`config.mk`:
```
export PLATFORM = sky130hd
export DESIGN_NAME = bank_cmd_scheduler
export DESIGN_NICKNAME = d
export VERILOG_FILES = /design/src/rtl/bank_cmd_scheduler_pkg.sv /design/src/rtl/bank_cmd_scheduler_bank_state_table.sv /design/src/rtl/bank_cmd_scheduler.sv
export SDC_FILE = /design/constraint.sdc
export NUM_CORES = 1
export LEC_CHECK = 0
export BUFFER_PORTS_ARGS = -buffer_cell sky130_fd_sc_hd__buf_2
export CORE_ASPECT_RATIO = 0.75
export CORE_MARGIN = 10
export CORE_UTILIZATION = 50
export DETAILED_ROUTE_END_ITERATION = 12
export GPL_TIMING_DRIVEN = 0
export PLACE_DENSITY = 0.63
export SYNTH_ARGS = -nofsm -noshare
export SYNTH_HDL_FRONTEND = slang
export SYNTH_SLANG_ARGS = --single-unit
```
`constraint.sdc`:
```
create_clock -name sys_clk -period 5.4 [get_ports sys_clk]
set_input_delay 1.62 -clock sys_clk [delete_from_list [all_inputs] [get_ports sys_clk]]
set_output_delay 1.62 -clock sys_clk [all_outputs]
set_load 0.01 [all_outputs]
```
`src/rtl/bank_cmd_scheduler_pkg.sv`:
```
// Shared widths, command encodings and sequencer states for the DRAM bank command scheduler.
package bank_cmd_scheduler_pkg;

  localparam int ROW_W  = 16;
  localparam int COL_W  = 10;
  localparam int BG_W   = 2;
  localparam int BA_W   = 2;
  localparam int IDX_W  = BG_W + BA_W;
  localparam int NBANKS = 1 << IDX_W;

  typedef enum logic [2:0] {
    CMD_NOP  = 3'd0,
    CMD_ACT  = 3'd1,
    CMD_RD   = 3'd2,
    CMD_WR   = 3'd3,
    CMD_PRE  = 3'd4,
    CMD_PREA = 3'd5,
    CMD_REF  = 3'd6
  } cmd_op_e;

  typedef enum logic [3:0] {
    ST_IDLE,
    ST_PRE,
    ST_PRE_WAIT,
    ST_ACT,
    ST_ACT_WAIT,
    ST_RW,
    ST_REFP,
    ST_REFP_WAIT,
    ST_REF,
    ST_REF_WAIT
  } state_e;

  function automatic int max3(input int a, input int b, input int c);
    int m;
    m = (a > b) ? a : b;
    return (m > c) ? m : c;
  endfunction

endpackage

```
`src/rtl/bank_cmd_scheduler_bank_state_table.sv`:
```
// Open-row store for 16 banks: a valid bit plus the open row per {bg,bank}.
import bank_cmd_scheduler_pkg::*;

module bank_state_table (
  input  logic             clk,
  input  logic             rst,
  input  logic             set_en,
  input  logic             clr_en,
  input  logic             clr_all,
  input  logic [IDX_W-1:0] idx,
  input  logic [ROW_W-1:0] row,
  output logic             hit,
  output logic             open,
  output logic             any_open
);

  logic [NBANKS-1:0] valid_q, valid_d;
  logic [ROW_W-1:0]  row_q [NBANKS];
  logic [ROW_W-1:0]  row_d [NBANKS];

  always_comb begin
    valid_d = valid_q;
    row_d   = row_q;
    if (clr_all) begin
      valid_d = '0;
    end else if (clr_en) begin
      valid_d[idx] = 1'b0;
    end else if (set_en) begin
      valid_d[idx] = 1'b1;
      row_d[idx]   = row;
    end
  end

  always_ff @(posedge clk) begin
    if (rst) valid_q <= '0;
    else     valid_q <= valid_d;
  end

  // Row contents are only meaningful behind a valid bit, so they carry no reset.
  always_ff @(posedge clk) begin
    row_q <= row_d;
  end

  assign open     = valid_q[idx];
  assign hit      = valid_q[idx] && (row_q[idx] == row);
  assign any_open = |valid_q;

endmodule

```
`src/rtl/bank_cmd_scheduler.sv`:
```
// Single-request DRAM command sequencer: open-page ACT/RD/WR/PRE with tRCD/tRP/tCCD spacing plus PREA/REF refresh.
import bank_cmd_scheduler_pkg::*;

module bank_cmd_scheduler #(
  parameter int TRCD = 4,
  parameter int TRP  = 4,
  parameter int TCCD = 4,
  parameter int TRFC = 32
) (
  input  logic             sys_clk,
  input  logic             sys_rst,
  input  logic             req_valid,
  input  logic             req_we,
  input  logic [ROW_W-1:0] req_row,
  input  logic [COL_W-1:0] req_col,
  input  logic [BG_W-1:0]  req_bg,
  input  logic [BA_W-1:0]  req_bank,
  output logic             req_ready,
  input  logic             ref_req,
  output logic             ref_ack,
  output logic             cmd_valid,
  output logic [2:0]       cmd_op,
  output logic [ROW_W-1:0] cmd_row,
  output logic [COL_W-1:0] cmd_col,
  output logic [BG_W-1:0]  cmd_bg,
  output logic [BA_W-1:0]  cmd_bank
);

  localparam int CNT_W  = $clog2(max3(TRCD, TRP, TRFC)) + 1;
  localparam int TCCD_W = $clog2(TCCD) + 1;

  state_e            state_q, state_d;
  logic [CNT_W-1:0]  cnt_q, cnt_d;
  logic [TCCD_W-1:0] tccd_q, tccd_d;

  logic              cmd_valid_q, cmd_valid_d;
  cmd_op_e           cmd_op_q, cmd_op_d;
  logic [ROW_W-1:0]  cmd_row_q, cmd_row_d;
  logic [COL_W-1:0]  cmd_col_q, cmd_col_d;
  logic [BG_W-1:0]   cmd_bg_q, cmd_bg_d;
  logic [BA_W-1:0]   cmd_bank_q, cmd_bank_d;
  logic              req_ready_q, req_ready_d;
  logic              ref_ack_q, ref_ack_d;

  logic tbl_hit, tbl_open, tbl_any_open;

  bank_state_table u_table (
    .clk      (sys_clk),
    .rst      (sys_rst),
    .set_en   (state_d == ST_ACT),
    .clr_en   (state_d == ST_PRE),
    .clr_all  (state_d == ST_REFP),
    .idx      ({req_bg, req_bank}),
    .row      (req_row),
    .hit      (tbl_hit),
    .open     (tbl_open),
    .any_open (tbl_any_open)
  );

  // Issuing states last exactly one cycle, so state_d landing on one marks the issue edge.
  always_comb begin
    state_d = state_q;
    cnt_d   = (cnt_q != '0) ? cnt_q - 1'b1 : '0;
    tccd_d  = (tccd_q != '0) ? tccd_q - 1'b1 : '0;
    unique case (state_q)
      ST_IDLE: begin
        if (ref_req)        state_d = tbl_any_open ? ST_REFP : ST_REF;
        else if (req_valid) state_d = tbl_hit ? ST_RW : (tbl_open ? ST_PRE : ST_ACT);
      end
      ST_PRE, ST_PRE_WAIT:   state_d = (cnt_q == '0) ? ST_ACT : ST_PRE_WAIT;
      ST_ACT, ST_ACT_WAIT:   state_d = (cnt_q == '0) ? ST_RW : ST_ACT_WAIT;
      ST_RW: begin
        if (tccd_q == '0) begin
          state_d = ST_IDLE;
          tccd_d  = TCCD_W'(TCCD - 1);
        end
      end
      ST_REFP, ST_REFP_WAIT: state_d = (cnt_q == '0) ? ST_REF : ST_REFP_WAIT;
      ST_REF, ST_REF_WAIT:   state_d = (cnt_q == '0) ? ST_IDLE : ST_REF_WAIT;
      default:               state_d = ST_IDLE;
    endcase

    unique case (state_d)
      ST_PRE, ST_REFP: cnt_d = CNT_W'(TRP - 1);
      ST_ACT:          cnt_d = CNT_W'(TRCD - 1);
      ST_REF:          cnt_d = CNT_W'(TRFC - 1);
      default: ;
    endcase
  end

  // Outputs are registered from the state being entered, so the command lands in that state's cycle.
  always_comb begin
    cmd_valid_d = 1'b0;
    cmd_op_d    = CMD_NOP;
    cmd_row_d   = '0;
    cmd_col_d   = '0;
    cmd_bg_d    = '0;
    cmd_bank_d  = '0;
    req_ready_d = 1'b0;
    ref_ack_d   = 1'b0;
    unique case (state_d)
      ST_PRE: begin
        cmd_valid_d = 1'b1;
        cmd_op_d    = CMD_PRE;
        cmd_bg_d    = req_bg;
        cmd_bank_d  = req_bank;
      end
      ST_ACT: begin
        cmd_valid_d = 1'b1;
        cmd_op_d    = CMD_ACT;
        cmd_row_d   = req_row;
        cmd_bg_d    = req_bg;
        cmd_bank_d  = req_bank;
      end
      ST_RW: begin
        if (tccd_d == '0) begin
          cmd_valid_d = 1'b1;
          cmd_op_d    = req_we ? CMD_WR : CMD_RD;
          cmd_col_d   = req_col;
          cmd_bg_d    = req_bg;
          cmd_bank_d  = req_bank;
          req_ready_d = 1'b1;
        end
      end
      ST_REFP: begin
        cmd_valid_d = 1'b1;
        cmd_op_d    = CMD_PREA;
      end
      ST_REF: begin
        cmd_valid_d = 1'b1;
        cmd_op_d    = CMD_REF;
        ref_ack_d   = 1'b1;
      end
      default: ;
    endcase
  end

  always_ff @(posedge sys_clk) begin
    if (sys_rst) begin
      state_q     <= ST_IDLE;
      cnt_q       <= '0;
      tccd_q      <= '0;
      cmd_valid_q <= 1'b0;
      cmd_op_q    <= CMD_NOP;
      cmd_row_q   <= '0;
      cmd_col_q   <= '0;
      cmd_bg_q    <= '0;
      cmd_bank_q  <= '0;
      req_ready_q <= 1'b0;
      ref_ack_q   <= 1'b0;
    end else begin
      state_q     <= state_d;
      cnt_q       <= cnt_d;
      tccd_q      <= tccd_d;
      cmd_valid_q <= cmd_valid_d;
      cmd_op_q    <= cmd_op_d;
      cmd_row_q   <= cmd_row_d;
      cmd_col_q   <= cmd_col_d;
      cmd_bg_q    <= cmd_bg_d;
      cmd_bank_q  <= cmd_bank_d;
      req_ready_q <= req_ready_d;
      ref_ack_q   <= ref_ack_d;
    end
  end

  assign cmd_valid = cmd_valid_q;
  assign cmd_op    = cmd_op_q;
  assign cmd_row   = cmd_row_q;
  assign cmd_col   = cmd_col_q;
  assign cmd_bg    = cmd_bg_q;
  assign cmd_bank  = cmd_bank_q;
  assign req_ready = req_ready_q;
  assign ref_ack   = ref_ack_q;

endmodule

```
==> results of run 1 <==
## critical path, cell delays in order
cell	delay [ns]
buf_2	0.13
buf_2	0.37
buf_2	0.35
clkbuf_1	0.52
mux2i_1	0.31
a21oi_1	0.11
a31oi_1	0.37
o31ai_1	0.13
and4_1	0.28
a21oi_2	0.37
clkbuf_1	0.57
and3_1	0.28
## cell families (layout without fill, tap and decap cells)
logic type | Yosys count | count (layout) | share of synthesized area
fa+ha+maj | 3 | 3 | 0.002833
buf+inv | 68 | 207 | 0.02747
flops | 321 | 321 | 0.6782
simple gates | 212 | 212 | 0.08337
xor+xnor | 16 | 16 | 0.01057
compound gates | 107 | 107 | 0.05995
mux | 127 | 127 | 0.1376
## how the worst min path moves through the flow
| stage | from | endpoint | slack (ns) | depth (start not counted) |
|---|---|---|---|---|
| after global routing | flip-flop | flip-flop | 0.49 | 2 |
| after floorplan | flip-flop | flip-flop | 0.45 | 2 |
| after CTS | flip-flop | flip-flop | 0.48 | 2 |
| final | flip-flop | flip-flop | 0.48 | 2 |
| after detailed placement | flip-flop | flip-flop | 0.47 | 2 |
| after global placement | flip-flop | flip-flop | 0.46 | 2 |
## cells in the final DEF, fill, tap and decap left out, types with 7 or more instances in the layout
cell / Yosys / final
clkinv_1: 1 / 8
a22oi_1: 11 / 11
buf_2: 14 / 81
clkbuf_16: 0 / 31
and3_1: 17 / 17
edfxtp_1: 256 / 256
mux4_2: 41 / 41
nor2_2: 0 / 16
nand3_1: 20 / 20
inv_1: 23 / 23
nor3_1: 9 / 9
o21ai_0: 7 / 7
clkbuf_1: 16 / 23
nor2_1: 47 / 31
mux2_2: 18 / 18
dfxtp_1: 65 / 65
nor2b_1: 16 / 16
a21oi_1: 18 / 18
nand2b_1: 10 / 10
nor4_1: 7 / 7
xnor2_1: 10 / 10
a211oi_1: 10 / 10
and2_1: 15 / 15
mux2i_1: 67 / 67
buf_8: 2 / 12
nand2_1: 44 / 44
o22ai_1: 7 / 7
## routing by layer
layer	routed length, um	share of wire	global-route usage
met4	900	0.025	0.05357
met5	0	0	0
met3	3729	0.10	0.04432
met1	15640	0.44	0.3085
met2	15250	0.43	0.3046
## registers in the layout, indices dropped and copies added (netlist names), 2 cells and up, named ones only
register       flops
u_table.row_q    256
cmd_row           16
cmd_col           10
cnt_q              6
state_q            4
cmd_op             3
tccd_q             3
cmd_bank           2
cmd_bg             2
## report_power, final
part	internal [W]	total (W)	leakage (nW)	switching (W)
Sequential	0.00280	0.00285	2.83	0.0000507
Clock	0.00121	0.00210	0.474	0.000889
Combinational	0.000385	0.00113	2.24	0.000749
## area by class of cell
cell class,instances,area (sq um),area share
buffer,44,274.0,0.01787
clock buffer,40,829.5,0.05409
clock inverter,16,148.9,0.009709
inverter,24,90.09,0.005874
multi-input combinational,465,3940,0.2569
sequential,321,8989,0.5861
tap,344,430.4,0.02807
timing repair buffer,83,634.4,0.04136
## through the flow
step	hold slack [ns]	power [W]	cell area [sq um]
final	0.4819	0.006088	15340
after global routing	0.4923	0.006326	15340
after CTS	0.4817	0.006099	15340
after detailed placement	0.4712	0.004016	14360
after global placement	0.4623	0.003981	14020
after floorplan	0.4458	0.003607	13250
==> run_results.csv, run 1 <==
group,metric,value,unit
global_routing,track_usage,0.2083,
clocking,tritoncts,"built",
flow_run,drv_cap,0,
floorplanning,start_util,0.5090,
global_routing,grt_pass1_vias,8062,
global_routing,grt_pass1_wl,53120,um
critical_path,r2r_setup_slack,1.79,ns
sta,finalHoldViolCount,0,
clocking,post_cts_buffers,0,
floorplanning,io_pins,71,
synth,synth_top_cell_area_share,0.5801,
clocking,cts_hold_buf,0,
clocking,cts_buffers,30,
sta,tightest_slew,0.9735,ns
critical_path,r2r_start,"cnt_q[0]",
detailed_routing,via_per_inst,6.052,
final_layout,drive_gt1_frac,0.2437,
synth,syn-num-nets,892,
floorplanning,dieArea,33490,sq um
detailed_routing,drc,0,
critical_path,reg2reg_to,"u_table.row_q[241]",
global_routing,antenna_found_initial,0,
synth,ys_seq_area_frac,0.6782,
detailed_routing,drt.antenna.violating_nets,0,
sta,grt_setup_unrepaired,"no",
placed_design,post-place-ws,-0.08331,ns
global_routing,grt.overflow.total,0,
critical_path,path_max_fanout,10,
sta,drv_slew,0,
synth,synth_area,13250,sq um
synth,synth_common_cells,"256 x edfxtp_1, 67 x mux2i_1, 65 x dfxtp_1",
sta,setup_tns,0,ns
synth,synth.top_cells.by_area,"edfxtp_1 58%, dfxtp_1 9.8%, mux4_2 7.0%, mux2i_1 5.1%, mux2_2 1.5%",
sta,max_freq,202.6,MHz
clocking,clock_latency,0.56,ns
critical_path,crit_path_start_kind,"input port",
sta,finalCritPeriodShare,0.9138,
synth,synth_cell_types,76,
power,power-per-cell-area,397.0,nW/um^2
critical_path,path_class,"input port to flip-flop",
sta,fin_ws,0.4652,ns
critical_path,startpoint,"req_bank[0]",
clocking,cts_resized,0,
critical_path,worstPathRequired,5.89,ns
critical_path,crit_path_end,"cmd_row[15]",
detailed_routing,via_count,8091,
final_layout,finalNonFillerCells,1337,
synth,synth-seq-cells,321,
floorplanning,row_count,51,
sta,skew,0.01805,ns
run_status,outcome,"finished, final reports clean",
clocking,cts-root-buf,"clkbuf_16",
floorplanning,die_y,161.0,um
hold_path,hold_class,"flip-flop to flip-flop",
critical_path,endpoint_kind,"flip-flop",
detailed_routing,avgRoutedWirePerCell,26.56,um
critical_path,worstPathArrival,5.42,ns
floorplanning,die_w,208.0,um
power,ir_drop,0.3126,mV
floorplanning,core_area,26040,sq um
final_layout,antenna_cells,0,
synth,yosys_warnings,0,
final_layout,fin_util,0.5891,
final_layout,syn_to_final_growth,15.72,%
placed_design,portBuffers,67,
synth,syn_avg_cell_area,15.52,sq um
synth,synth_edf_count,256,
sta,fin_crit,4.935,ns
final_layout,fill_cells,2034,
clocking,cts.htree.levels,1,
placed_design,gp_congestion,0.8547,
detailed_routing,wl,35520,um
clocking,max-clock-path-buffers,3,
sta,setup_violations,0,
synth,synth-main-ff-cell,"edfxtp_1",
global_routing,grt_max_degree,25,
detailed_routing,firstDrtPassIters,5,
synth,synth_most_common_cell,"edfxtp_1",
placed_design,dp.cells,1281,
clocking,cts.sinks,321,
final_layout,nets,1007,
synth,yosysTopAreaCell,"edfxtp_1",
synth,netlist_instances,854,
detailed_routing,drt_iter0_markers,937,
critical_path,worstRegToRegCells,12,
power,p_leak,5.539,nW
placed_design,dp_hpwl,24240,um
sta,maxSlewHeadroom,0.3486,
clocking,clk_pin_slew,0.06,ns
synth,async_reset_ff_frac,0,
(Power assumes the default switching activity.)
==> inputs of run 2 (changes only) <==
--- a/config.mk
+++ b/config.mk
@@ -14,4 +14,5 @@
 export PLACE_DENSITY = 0.63
 export SYNTH_ARGS = -nofsm -noshare
 export SYNTH_HDL_FRONTEND = slang
+export SYNTH_HIERARCHICAL = 1
 export SYNTH_SLANG_ARGS = --single-unit
==> run 2 against run 1 <==
Effect of this change: the run now ends with negative setup slack left; utilization is 6.5 points higher; via count is 3.2% higher; clock skew up 0.00077 ns; highest routed layer unchanged.
==> run_results.csv, run 2 <==
group,metric,value,unit
run_status,outcome,"finished with violations",
run_status,failed_checks,"negative setup slack",
synth,synth_edf_count,256,
sta,drv_slew,0,
global_routing,grt_pass1_vias,8425,
detailed_routing,drt_iter0_markers,871,
global_routing,grt.overflow.total,0,
placed_design,portBuffers,70,
final_layout,largest-register,"u_table/row_q",
sta,max_freq,168.5,MHz
placed_design,gp_congestion,0.9347,
clocking,cts.htree.levels,1,
clocking,cts.sinks,321,
flow_run,drv_cap,0,
floorplanning,row_count,50,
synth,ys_seq_area_frac,0.6922,
power,p_total,0.006569,W
power,ir_drop,0.3113,mV
clocking,clk_pin_slew,0.06,ns
global_routing,antenna_found_initial,1,
floorplanning,die_y,159.6,um
placed_design,dp_hpwl,21750,um
final_layout,finalNonFillerCells,1342,
critical_path,crit_chain,"buf_12 -> buf_12 -> buf_6 -> mux4_2 -> a22oi_2 -> a21oi_2 -> or4_4 -> or4_4 -> a2111oi_4 -> mux2_4 -> o211ai_1 -> nand2_1 -> nor3_1 -> and3_4 -> or3b_4 -> clkbuf_8 -> nor3_4 -> buf_12",
synth,synth_common_cells,"256 x edfxtp_1, 65 x dfxtp_1, 47 x mux4_2",
final_layout,drive_gt1_frac,0.3539,
synth,netlist_instances,794,
synth,yosysTopAreaCell,"edfxtp_1",
synth,synth-main-ff-cell,"edfxtp_1",
critical_path,slowest_delay,0.59,ns
critical_path,path_max_fanout,16,
sta,finalHoldViolCount,0,
critical_path,path_class,"input port to flip-flop",
final_layout,syn_to_final_growth,27.36,%
sta,finalCritPeriodShare,1.099,
critical_path,worstPathArrival,6.20,ns
critical_path,worstPathRequired,5.67,ns
detailed_routing,via_count,8346,
clocking,max-clock-path-buffers,3,
detailed_routing,wl,36100,um
synth,synth_cell_types,65,
synth,synth_most_common_cell,"edfxtp_1",
detailed_routing,avgRoutedWirePerCell,26.90,um
floorplanning,die_w,206.1,um
placed_design,dp.cells,1208,
sta,skew,0.01882,ns
clocking,cts-root-buf,"clkbuf_16",
critical_path,crit_path_frequent_cell,"buf_12",
synth,synth_compound_area_frac,0.06562,
detailed_routing,drt.antenna.violating_nets,0,
synth,synth-adder-area-share,0.002891,
global_routing,grt_pass1_wl,53450,um
synth,synth_mux_area_frac,0.1271,
power,p_leak,5.937,nW
final_layout,final_cell_mix,"256 x edfxtp_1, 75 x buf_2, 65 x dfxtp_1",
sta,fin_crit,5.935,ns
floorplanning,start_util,0.5138,
synth,async_reset_ff_frac,0,
hold_path,hold_class,"flip-flop to flip-flop",
final_layout,fin_util,0.6543,
detailed_routing,via_per_inst,6.219,
global_routing,grt_max_degree,24,
critical_path,endpoint_kind,"flip-flop",
synth,synth-xor-area-share,0.006071,
sta,setup_violations,266,
detailed_routing,firstDrtPassIters,6,
synth,synth_top_cell_area_share,0.5920,
synth,synth-simple-area-share,0.08210,
sta,fin_ws,-0.5345,ns
synth,synth_top_family_by_area,"multiplexers",
global_routing,track_usage,0.2168,
final_layout,largest_register_ffs,256,
synth,yosys_warnings,6,
clocking,tritoncts,"built",
critical_path,crit_path_start_kind,"input port",
floorplanning,io_pins,71,
clocking,cts_buffers,31,
sta,tightest_slew,0.7698,ns
floorplanning,dieArea,32880,sq um
sta,maxSlewHeadroom,0.4849,
floorplanning,core_area,25270,sq um
sta,grt_setup_unrepaired,"yes",
power,power-per-cell-area,397.2,nW/um^2
synth,syn-num-nets,832,
synth,synth-seq-cells,321,
synth,syn_avg_cell_area,16.35,sq um
sta,whs,0.5483,ns
detailed_routing,drc,0,
critical_path,crit_slowest_cell,"or4_4",
final_layout,final_common_cell,"edfxtp_1",
synth,synth_area,12980,sq um
final_layout,nets,1016,
clocking,clock_latency,0.58,ns
synth,synth.top_cells.by_area,"edfxtp_1 59%, dfxtp_1 10%, mux4_2 8.2%, mux4_1 2.2%, mux2i_1 2.2%",
## run 2: final cells by class
cell class	count	area, sq um
sequential	321	8989
fill	1752	8737
multi-input combinational	407	4080
timing repair buffer	155	1443
clock buffer	41	843.3
buffer	47	530.5
tap	338	422.9
clock inverter	17	170.2
inverter	15	56.30
antenna	1	2.502
## run 2: path summary, 6_finish.rpt
path / start / endpoint / slack, ns / cells after the start
setup / recovery: req_bank[0] / u_table/row_q[152] / -0.53 / 18
hold / removal: flip-flop / flip-flop / 0.55 / 2
setup reg to reg: u_table/row_q[141] / u_table/row_q[152] / 0.43 / 15
hold reg to reg: flip-flop / flip-flop / 0.55 / 2
## run 2: kinds of logic after synthesis
kind of cell	count (synthesis)
xor+xnor	9
buf+inv	66
simple gates	190
compound gates	117
flops	321
mux	88
fa+ha+maj	3
## run 2: what timing repair did
action	CTS	global route
pin swaps	26	24
gates cloned	7	1
setup endpoints to repair	312	283
buffers inserted	64	11
hold buffers	0	0
resized for setup	104	41
## run 2: per-stage QoR
| step | area [sq um] | setup WS (ns) | setup TNS [ns] |
|---|---|---|---|
| finish | 16540 | -0.5345 | -116.03 |
| detailed placement | 14230 | -2.667 | -665.84 |
| floorplan | 13380 | -0.7932 | -197.71 |
| global placement | 14160 | -2.714 | -685.60 |
| CTS | 16390 | -0.3722 | -74.13 |
| global route | 16540 | -0.6398 | -145.39 |
## run 2: power breakdown
group / internal, W / switching (W) / leakage (nW)
Sequential: 0.00282 / 0.0000559 / 2.83
Clock: 0.00124 / 0.000908 / 0.497
Combinational: 0.000641 / 0.000904 / 2.61
## run 2: metal layers
| layer | vias to the layer above | track usage | share of wire |
|---|---|---|---|
| met5 | - | 0 | 0 |
| met4 | 0 | 0.05429 | 0.024 |
| met3 | 63 | 0.04529 | 0.098 |
| met2 | 445 | 0.3200 | 0.45 |
| met1 | 4278 | 0.3197 | 0.43 |
| li1 | 3560 | - | - |
## run 2: worst max-delay path: cells and delay by family
family                 cells  cell delay [ns]
muxes                      2             0.74
buffers and inverters      5             0.75
AOI/OAI and AO/OA          4             0.82
and+or+nand+nor            7             2.26
==> inputs of run 3 (changes only) <==
--- a/config.mk
+++ b/config.mk
@@ -5,13 +5,13 @@
 export SDC_FILE = /design/constraint.sdc
 export NUM_CORES = 1
 export LEC_CHECK = 0
-export BUFFER_PORTS_ARGS = -buffer_cell sky130_fd_sc_hd__buf_2
 export CORE_ASPECT_RATIO = 0.75
 export CORE_MARGIN = 10
 export CORE_UTILIZATION = 50
 export DETAILED_ROUTE_END_ITERATION = 12
+export DONT_BUFFER_PORTS = 1
 export GPL_TIMING_DRIVEN = 0
-export PLACE_DENSITY = 0.63
+export PLACE_DENSITY = 0.61
 export SYNTH_ARGS = -nofsm -noshare
 export SYNTH_HDL_FRONTEND = slang
 export SYNTH_HIERARCHICAL = 1
==> run 3 against run 2 <==
Effect of this change: critical endpoint is now u_table/row_q[73]; clock power up 6%; largest cell class unchanged; hold slack better by 0.0032 ns; cell area down 0.11%; critical path type unchanged; the run still ends with negative setup slack left.
==> run_results.csv, run 3 (same netlist as run 2, synthesis figures left out) <==
group,metric,value,unit
global_routing,grt_max_degree,24,
critical_path,worstPathArrival,6.05,ns
sta,fin_ws,-0.3749,ns
final_layout,largest-register,"u_table/row_q",
critical_path,crit_path_start_kind,"input port",
detailed_routing,drc,0,
critical_path,endpoint_kind,"flip-flop",
floorplanning,start_util,0.5138,
global_routing,grt_pass1_wl,52250,um
critical_path,worstRegToRegCells,17,
detailed_routing,drt.antenna.violating_nets,0,
run_status,failed_checks,"negative setup slack",
power,pwr-share-seq,0.429,
clocking,cts.htree.levels,1,
clocking,cts.sinks,321,
detailed_routing,top_layer_used,"met4",
clocking,cts-root-buf,"clkbuf_16",
clocking,cts_buffers,31,
power,intPower,0.004873,W
critical_path,cp_num_buf_inv,9,
power,pwr-share-comb,0.236,
placed_design,portBuffers,0,
final_layout,antenna_cells,0,
placed_design,dp_hpwl,21390,um
critical_path,slowest_delay,0.56,ns
floorplanning,die_y,159.6,um
final_layout,final_common_cell,"edfxtp_1",
power,swShare,0.2819,
critical_path,path_class,"input port to flip-flop",
global_routing,grt_pass1_vias,7872,
sta,max_freq,173.2,MHz
run_status,outcome,"finished with violations",
critical_path,crit_path_frequent_cell,"buf_12",
detailed_routing,avgRoutedWirePerCell,28.96,um
power,clock_power_share,0.336,
global_routing,track_usage,0.2137,
detailed_routing,via_count,8143,
sta,maxSlewHeadroom,0.5095,
critical_path,path_max_fanout,8,
detailed_routing,met1Wirelength,15990,um
sta,finalHoldViolCount,0,
power,p_total,0.006787,W
floorplanning,die_w,206.1,um
final_layout,largest_register_ffs,256,
critical_path,crit_chain,"buf_12 -> buf_16 -> buf_12 -> buf_6 -> mux4_2 -> o22ai_4 -> nor3_2 -> nor4_2 -> nand4_1 -> a2111oi_4 -> nor3b_2 -> o311ai_2 -> a311o_1 -> clkbuf_8 -> nor3_4 -> or3b_4 -> buf_12 -> clkbuf_16 -> nor3_4 -> buf_6 -> clkbuf_16",
final_layout,nets,959,
detailed_routing,drt_iter0_markers,878,
placed_design,placed_area,13880,sq um
critical_path,cp_num_cells,21,
final_layout,finalNonFillerCells,1284,
final_layout,drive_gt1_frac,0.3171,
power,power-per-cell-area,410.9,nW/um^2
hold_path,hold_depth,3,
critical_path,crit_family,"simple AND/OR/NAND/NOR gates",
detailed_routing,wl_met3,3693,um
sta,drv_slew,0,
detailed_routing,wl_met2,16710,um
final_layout,syn_to_final_growth,27.21,%
placed_design,dp.cells,1138,
placed_design,gp_congestion,0.8854,
floorplanning,core_area,25270,sq um
sta,skew,0.02178,ns
sta,fin_crit,5.775,ns
clocking,clk_pin_slew,0.06,ns
power,ir_drop,0.3160,mV
global_routing,grt.overflow.total,0,
floorplanning,io_pins,71,
power,switchingPower,0.001913,W
sta,grt_setup_unrepaired,"yes",
sta,setup_violations,256,
critical_path,crit_slowest_cell,"mux4_2",
sta,tightest_slew,0.7357,ns
detailed_routing,firstDrtPassIters,5,
power,p_leak,5.771,nW
clocking,tritoncts,"built",
critical_path,worstPathRequired,5.68,ns
flow_run,drv_cap,0,
clocking,max-clock-path-buffers,3,
sta,whs,0.5516,ns
final_layout,final_cell_mix,"256 x edfxtp_1, 65 x dfxtp_1, 50 x mux4_2",
clocking,clock_latency,0.58,ns
floorplanning,row_count,50,
detailed_routing,wl,37190,um
hold_path,hold_class,"flip-flop to flip-flop",
floorplanning,dieArea,32880,sq um
final_layout,fin_area,16520,sq um
sta,finalCritPeriodShare,1.069,
global_routing,antenna_found_initial,0,
detailed_routing,via_per_inst,6.342,
clocking,cts_hold_buf,0,
[run 3: power by group through the flow]
stage | Sequential [W] | Clock, W | Combinational (W)
after floorplan | 0.00294 | 0 | 0.000903
after global placement | 0.00296 | 0 | 0.00114
after detailed placement | 0.00297 | 0 | 0.00119
after CTS | 0.00291 | 0.00230 | 0.00138
after global routing | 0.00292 | 0.00242 | 0.00169
final | 0.00291 | 0.00228 | 0.00160
[run 3: worst reg2reg max path, stage by stage, from the launching register on]
cell and delay, ns:
edfxtp_1 0.37, mux4_1 0.53, a22oi_1 0.23, a21oi_1 0.09
or4_4 0.57, or4_4 0.47, a2111oi_4 0.31, nor3b_2 0.09
o311ai_2 0.28, a311o_1 0.24, clkbuf_8 0.15, nor3_4 0.04
or3b_4 0.40, buf_12 0.16, clkbuf_16 0.17, nor3_4 0.18
buf_6 0.15, clkbuf_16 0.18
[run 3: worst paths after layout]
| kind | endpoint | slack, ns | start |
|---|---|---|---|
| setup / recovery | u_table/row_q[73] | -0.37 | req_bank[0] |
| hold / removal | cnt_q[0] | 0.55 | cnt_q[0] |
| setup reg to reg | u_table/row_q[73] | 0.48 | u_table/row_q[32] |
| hold reg to reg | cnt_q[0] | 0.55 | cnt_q[0] |
[run 3: layout make-up]
type	instances	area [sq um]
Clock buffer	44	959.7
Buffer	46	515.5
Tap cell	338	422.9
Multi-Input combinational cell	407	4085
Fill cell	1723	8756
Sequential cell	321	8989
Timing Repair Buffer	99	1351
Clock inverter	14	138.9
Inverter	15	56.30
[run 3: timing repair]
item | CTS | global route
endpoints found under the setup margin | 302 | 287
cloned | 9 | 8
pin swaps | 25 | 19
gates resized for setup | 97 | 37
setup buffers | 60 | 21
[run 3: per-stage QoR]
step | setup WS, ns | TNS [ns] | utilization
4_1_cts | -0.2902 | -51.13 | 0.6364
3_5_place_dp | -2.351 | -573.49 | 0.5492
5_1_grt | -0.4866 | -102.98 | 0.6536
6_report | -0.3749 | -75.59 | 0.6536
3_3_place_gp | -2.411 | -604.67 | 0.5462
2_1_floorplan | -0.7932 | -197.71 | -
[run 3: routing by layer]
layer | up-vias | track usage
met2 | 432 | 0.3150
met3 | 63 | 0.04590
met4 | 0 | 0.04436
met1 | 4195 | 0.3183
met5 | - | 0
li1 | 3453 | -
